--- src/rtl/fix_msg_csr_slave.sv ---
// CSR slave buffering FIX parser message bytes for host readout, with sticky
// status, FIFO level, level interrupt and one-cycle session commands.
module fix_msg_csr_slave #(
  parameter int              DATA_W   = 8,
  parameter int              DEPTH    = 16,
  parameter logic [DATA_W-1:0] CONN_CMD = 8'hDD
) (
  input  logic              clk,
  input  logic              reset,
  input  logic [2:0]        slave_address,
  input  logic              slave_read,
  output logic [DATA_W-1:0] slave_readdata,
  input  logic              slave_write,
  input  logic [DATA_W-1:0] slave_writedata,
  input  logic              msg_valid,
  input  logic [DATA_W-1:0] msg_data,
  input  logic              msg_last,
  output logic              msg_ready,
  output logic [DATA_W-1:0] session_initiate,
  output logic              irq
);

  localparam int PW = $clog2(DEPTH);
  localparam int CW = $clog2(DEPTH + 1);

  localparam logic [2:0] ADDR_STATUS = 3'd0;
  localparam logic [2:0] ADDR_RDATA  = 3'd1;
  localparam logic [2:0] ADDR_LEVEL  = 3'd2;
  localparam logic [2:0] ADDR_IRQ_EN = 3'd3;
  localparam logic [2:0] ADDR_CONN   = 3'd6;

  logic [DATA_W-1:0] mem_r [DEPTH];
  logic [PW-1:0]     wr_ptr_r;
  logic [PW-1:0]     rd_ptr_r;
  logic [CW-1:0]     count_r;
  logic              done_r;
  logic              underflow_r;
  logic              irq_en_r;
  logic [DATA_W-1:0] readdata_r;
  logic [DATA_W-1:0] session_r;
  logic              irq_r;

  logic              empty_s;
  logic              full_s;
  logic              conn_wr_s;
  logic              flush_s;
  logic              status_wr_s;
  logic              rd_fifo_s;
  logic              push_s;
  logic              pop_s;
  logic [DATA_W-1:0] status_s;
  logic [DATA_W-1:0] rdata_nxt_s;

  assign empty_s     = (count_r == {CW{1'b0}});
  assign full_s      = (count_r == CW'(DEPTH));
  assign conn_wr_s   = slave_write && (slave_address == ADDR_CONN);
  assign flush_s     = conn_wr_s && (slave_writedata == CONN_CMD);
  assign status_wr_s = slave_write && (slave_address == ADDR_STATUS);
  assign rd_fifo_s   = slave_read && (slave_address == ADDR_RDATA);
  assign msg_ready   = !full_s && !flush_s;
  assign push_s      = msg_valid && msg_ready;
  assign pop_s       = rd_fifo_s && !empty_s && !flush_s;
  assign status_s    = {{(DATA_W-4){1'b0}}, underflow_r, full_s, empty_s, done_r};

  // Read-data mux; every view reflects state before the current edge.
  always_comb begin
    rdata_nxt_s = {DATA_W{1'b0}};
    case (slave_address)
      ADDR_STATUS: rdata_nxt_s = status_s;
      ADDR_RDATA: begin
        if (!empty_s) begin
          rdata_nxt_s = mem_r[rd_ptr_r];
        end else begin
          rdata_nxt_s = {DATA_W{1'b0}};
        end
      end
      ADDR_LEVEL:  rdata_nxt_s = DATA_W'(count_r);
      ADDR_IRQ_EN: rdata_nxt_s = DATA_W'(irq_en_r);
      default:     rdata_nxt_s = {DATA_W{1'b0}};
    endcase
  end

  // Message storage; contents survive reset, only pointers and count are cleared.
  always_ff @(posedge clk) begin
    if (push_s) begin
      mem_r[wr_ptr_r] <= msg_data;
    end
  end

  // FIFO pointers, fill count and sticky status; a flush overrides everything.
  always_ff @(posedge clk or posedge reset) begin
    if (reset) begin
      wr_ptr_r    <= {PW{1'b0}};
      rd_ptr_r    <= {PW{1'b0}};
      count_r     <= {CW{1'b0}};
      done_r      <= 1'b0;
      underflow_r <= 1'b0;
    end else if (flush_s) begin
      wr_ptr_r    <= {PW{1'b0}};
      rd_ptr_r    <= {PW{1'b0}};
      count_r     <= {CW{1'b0}};
      done_r      <= 1'b0;
      underflow_r <= 1'b0;
    end else begin
      if (push_s) begin
        wr_ptr_r <= wr_ptr_r + PW'(1);
      end
      if (pop_s) begin
        rd_ptr_r <= rd_ptr_r + PW'(1);
      end
      case ({push_s, pop_s})
        2'b10:   count_r <= count_r + CW'(1);
        2'b01:   count_r <= count_r - CW'(1);
        default: count_r <= count_r;
      endcase
      // Set events beat a same-cycle W1C clear.
      if (push_s && msg_last) begin
        done_r <= 1'b1;
      end else if (status_wr_s && slave_writedata[0]) begin
        done_r <= 1'b0;
      end
      if (rd_fifo_s && empty_s) begin
        underflow_r <= 1'b1;
      end else if (status_wr_s && slave_writedata[3]) begin
        underflow_r <= 1'b0;
      end
    end
  end

  // Host-facing registers: read data, interrupt enable, command pulse and irq.
  always_ff @(posedge clk or posedge reset) begin
    if (reset) begin
      readdata_r <= {DATA_W{1'b0}};
      irq_en_r   <= 1'b0;
      session_r  <= {DATA_W{1'b0}};
      irq_r      <= 1'b0;
    end else begin
      if (slave_read) begin
        readdata_r <= rdata_nxt_s;
      end
      if (slave_write && (slave_address == ADDR_IRQ_EN)) begin
        irq_en_r <= slave_writedata[0];
      end
      session_r <= conn_wr_s ? slave_writedata : {DATA_W{1'b0}};
      irq_r     <= irq_en_r && done_r;
    end
  end

  assign slave_readdata   = readdata_r;
  assign session_initiate = session_r;
  assign irq              = irq_r;

endmodule

--- config.mk ---
export PLATFORM = sky130hd
export DESIGN_NAME = fix_msg_csr_slave
export DESIGN_NICKNAME = d
export VERILOG_FILES = /design/src/rtl/fix_msg_csr_slave.sv
export SDC_FILE = /design/constraint.sdc
export NUM_CORES = 1
export LEC_CHECK = 0
export ABC_AREA = 1
export BUFFER_PORTS_ARGS = -buffer_cell sky130_fd_sc_hd__buf_2
export CAP_MARGIN = 20
export CORE_UTILIZATION = 40
export DETAILED_ROUTE_END_ITERATION = 16
export PLACE_DENSITY = 0.58
export SLEW_MARGIN = 20
export SYNTH_ARGS = -nofsm -noshare
export SYNTH_HDL_FRONTEND = slang
export SYNTH_SLANG_ARGS = --single-unit
--- constraint.sdc ---
create_clock -name clk -period 2 [get_ports clk]
set_input_delay 0.6 -clock clk [delete_from_list [all_inputs] [get_ports clk]]
set_output_delay 0.6 -clock clk [all_outputs]
set_load 0.02 [all_outputs]
==> flow_summary_export.csv <==
group,metric,value,unit
synthesis,synth_top_area_cell,"edfxtp_1",
pwr,swShare,0.351,
route,vias,4779,
synthesis,yosysWarnings,0,
grt,grt_pass1_vias,4774,
grt,grt_remaining_overflow,0,
synthesis,synth.distinct_cells,38,
die,die_area,17300,µm²
place,portBuffers,42,
pwr,ir_drop,0.849,mV
synthesis,yosysTopAreaCellShare,0.571,
cells_and_area,drive_above_1_share,0.274,
clock_network,postCtsHoldBufs,0,
timing,setup_viol_count_final,0,
timing,rsz0062_at_grt,"true",
die,rows,47,
cells_and_area,area_growth,26.0,%
timing,final_max_slew_viol_count,0,
synthesis,synth_area,6730,µm²
synthesis,syn_nets,603,
setup_path,path_class,"reg -> out",
route,drt.antenna.violating_nets,0,
synthesis,yosys.cell_count.top_type,"edfxtp_1",
clock_network,cts_tree,"done",
grt,grt_pass1_wl,26.6,mm
route,wl_per_cell,18.2,µm
clock_network,clock_path_buffers,2,
pwr,leakagePower,3.40,nW
synthesis,synth.avg_cell_area,11.8,µm²
die,core_area,16500,µm²
cells_and_area,multi_input_area,1860,µm²
synthesis,yosysSeqAreaShare,0.694,
grt,gr-usage-all-layers,0.205,
synthesis,synthTopCellsByArea,"edfxtp_1 57%, dfrtp_1 12%, nand2_1 5.1%",
route,routed_wirelength,16.9,mm
setup_path,startpoint_type,"register",
cells_and_area,final_nets,724,
die,start_util,0.407,
timing,holdWs,252,ps
pwr,power.density,1320,nW/µm²
cells_and_area,final_cells,925,
synthesis,synth_flop_cell,"edfxtp_1",
timing,tightest_slew,424,ps
die,die_y,132,µm
timing,skew,9.06,ps
timing,relSlewSlack,0.717,
place,dp_cells,882,
pwr,p_comb_frac,0.331,
clock_network,cts_root_buffer,"clkbuf_16",
timing,hold_violations,0,
die,die_x,132,µm
timing,fin_crit_sh,0.983,
setup_path,cp_max_fo,2,
route,first_pass_iters,5,
grt,antenna_found_initial,0,
worst_hold_path,hp-class,"in -> async",
synthesis,async_flop_share,0.205,
setup_path,crit_required,1400,ps
clock_network,clock-sinks,161,
run_status,status,"complete, no violations",
timing,fmax,509,MHz
pwr,p_int,7.28,mW
place,hpwl,11.2,mm
clock_network,cts_made_buffers,17,
grt,grt_max_degree,34,
pwr,clkPwrFrac,0.292,
cells_and_area,n_fill_cell,1466,
setup_path,endpoint_kind,"output pin",
synthesis,synthTopCellsByCount,"128 x edfxtp_1, 92 x nand2_1, 63 x nor2_1",
clock_network,ctsHtreeMaxLevel,4,
place,gp_congestion,0.880,
route,drtIter0Drc,353,
synthesis,syn_inst,571,
route,drc,0,
run,cap_viol_max_count,0,
setup_path,cp.arrival,1370,ps
synthesis,synth_seq_cells,161,
pwr,pwr-share-seq,0.377,
cells_and_area,antennaDiodeCount,0,
pwr,p_sw,3.95,mW
route,vias_per_cell,5.17,
timing,tns,0,ps
cells_and_area,final-seq-area,4670,µm²
timing,post-route-min-period,1970,ps
synthesis,synth_edf_count,128,
clock_network,path_clk_slew,70,ps
clock_network,insertion_delay,430,ps
die,ios,43,
-- sequential cells by signal, summed over array words and instances (netlist names) --
| register | flops |
|---|---|
| wr_ptr_r | 4 |
| rd_ptr_r | 4 |
| count_r | 5 |
| mem_r | 128 |
| irq | 1 |
| done_r | 1 |
| session_initiate | 8 |
| underflow_r | 1 |
| slave_readdata | 8 |
| irq_en_r | 1 |
-- cell families after synthesis --
family | Yosys count | synth area share
AO/OA/AOI/OAI | 141 | 0.123
flip-flops | 161 | 0.694
adder cells (fa/ha/maj) | 7 | 0.0130
buffers and inverters | 68 | 0.0424
XOR/XNOR | 1 | 0.00130
AND/OR/NAND/NOR | 193 | 0.127
-- layout by cell type, fill, tap and decap left out, types with 3 or more instances in the layout --
cell / netlist / layout
a21oi_1: 51 / 50
o21ai_0: 48 / 45
nand2_2: 4 / 6
nand3_4: 2 / 3
clkinv_4: 0 / 5
nor2_1: 63 / 60
dfrtp_1: 33 / 33
o221ai_1: 20 / 20
clkbuf_16: 0 / 17
o31ai_1: 5 / 5
edfxtp_1: 128 / 128
inv_1: 36 / 32
inv_2: 5 / 7
buf_6: 1 / 3
nand2_1: 92 / 87
buf_4: 2 / 80
inv_6: 0 / 3
nor3_1: 5 / 5
buf_12: 0 / 3
nand2_4: 1 / 4
nand3_2: 2 / 3
ha_1: 7 / 5
o21ai_1: 2 / 5
o22ai_1: 7 / 7
buf_2: 12 / 40
nand3_1: 15 / 13
inv_8: 0 / 4
nor2_4: 2 / 3
-- power groups by stage --
stage	registers, mW	clock network, mW	logic [mW]
finish	4.23	3.28	3.72
global route	4.27	3.48	4.08
CTS	4.23	3.33	3.62
detailed placement	4.30	0	3.55
global placement	4.28	0	3.49
floorplan	4.33	0	2.06
-- routing by layer --
metal  wire length, µm  up-vias  global-route usage
met5                 0        -                   0
li1                  -     2284                   -
met4               283        0              0.0704
met2              8210      142               0.331
met3               798       24              0.0428
met1              7580     2329               0.275
-- layout make-up --
class	instances	area share
Tap cell	220	0.0325
Timing Repair Buffer	126	0.105
Multi-Input combinational cell	342	0.220
Clock buffer	17	0.0502
Inverter	44	0.0212
Clock inverter	15	0.0207
Sequential cell	161	0.551
-- per-stage QoR --
step	worst slack, ps	power, mW	utilization	area, µm²
after floorplan	-89.4	6.39	-	6800
after global placement	-143	7.78	0.469	7750
after detailed placement	-193	7.85	0.469	7750
after CTS	-17.2	11.2	0.510	8420
after global routing	-45.4	11.8	0.513	8480
final	34.6	11.2	0.513	8480
-- path summary, 6_finish.rpt --
path / startpoint / slack (ps) / end / cells past startpoint
setup / recovery: count_r[1]$_DFFE_PP0P_ / 30 / msg_ready / 5
hold / removal: reset / 250 / count_r[3]$_DFFE_PP0P_ / 3
setup reg to reg: count_r[1]$_DFFE_PP0P_ / 110 / count_r[4]$_DFFE_PP0P_ / 15
hold reg to reg: irq_en_r$_DFFE_PP0P_ / 480 / irq$_DFF_PP0_ / 2
max in group asynchronous: reset / 1440 / rd_ptr_r[3]$_DFFE_PP0P_ / 3
min in group clk: slave_writedata[4] / 400 / session_initiate[4]$_DFF_PP0_ / 3
-- what timing repair did --
| action | in CTS | in global routing |
|---|---|---|
| pin swaps | 6 | 16 |
| endpoints found under the setup margin | 1 | 8 |
| setup buffers | 7 | 7 |
| resized for setup | 6 | 12 |
-- critical path, stage by stage, from the launching register on --
cell	delay, ps
dfrtp_1	390
nor2_2	120
nand4_1	160
nand2_2	110
inv_2	40
buf_6	120
Power figures use the tool's default switching activity.
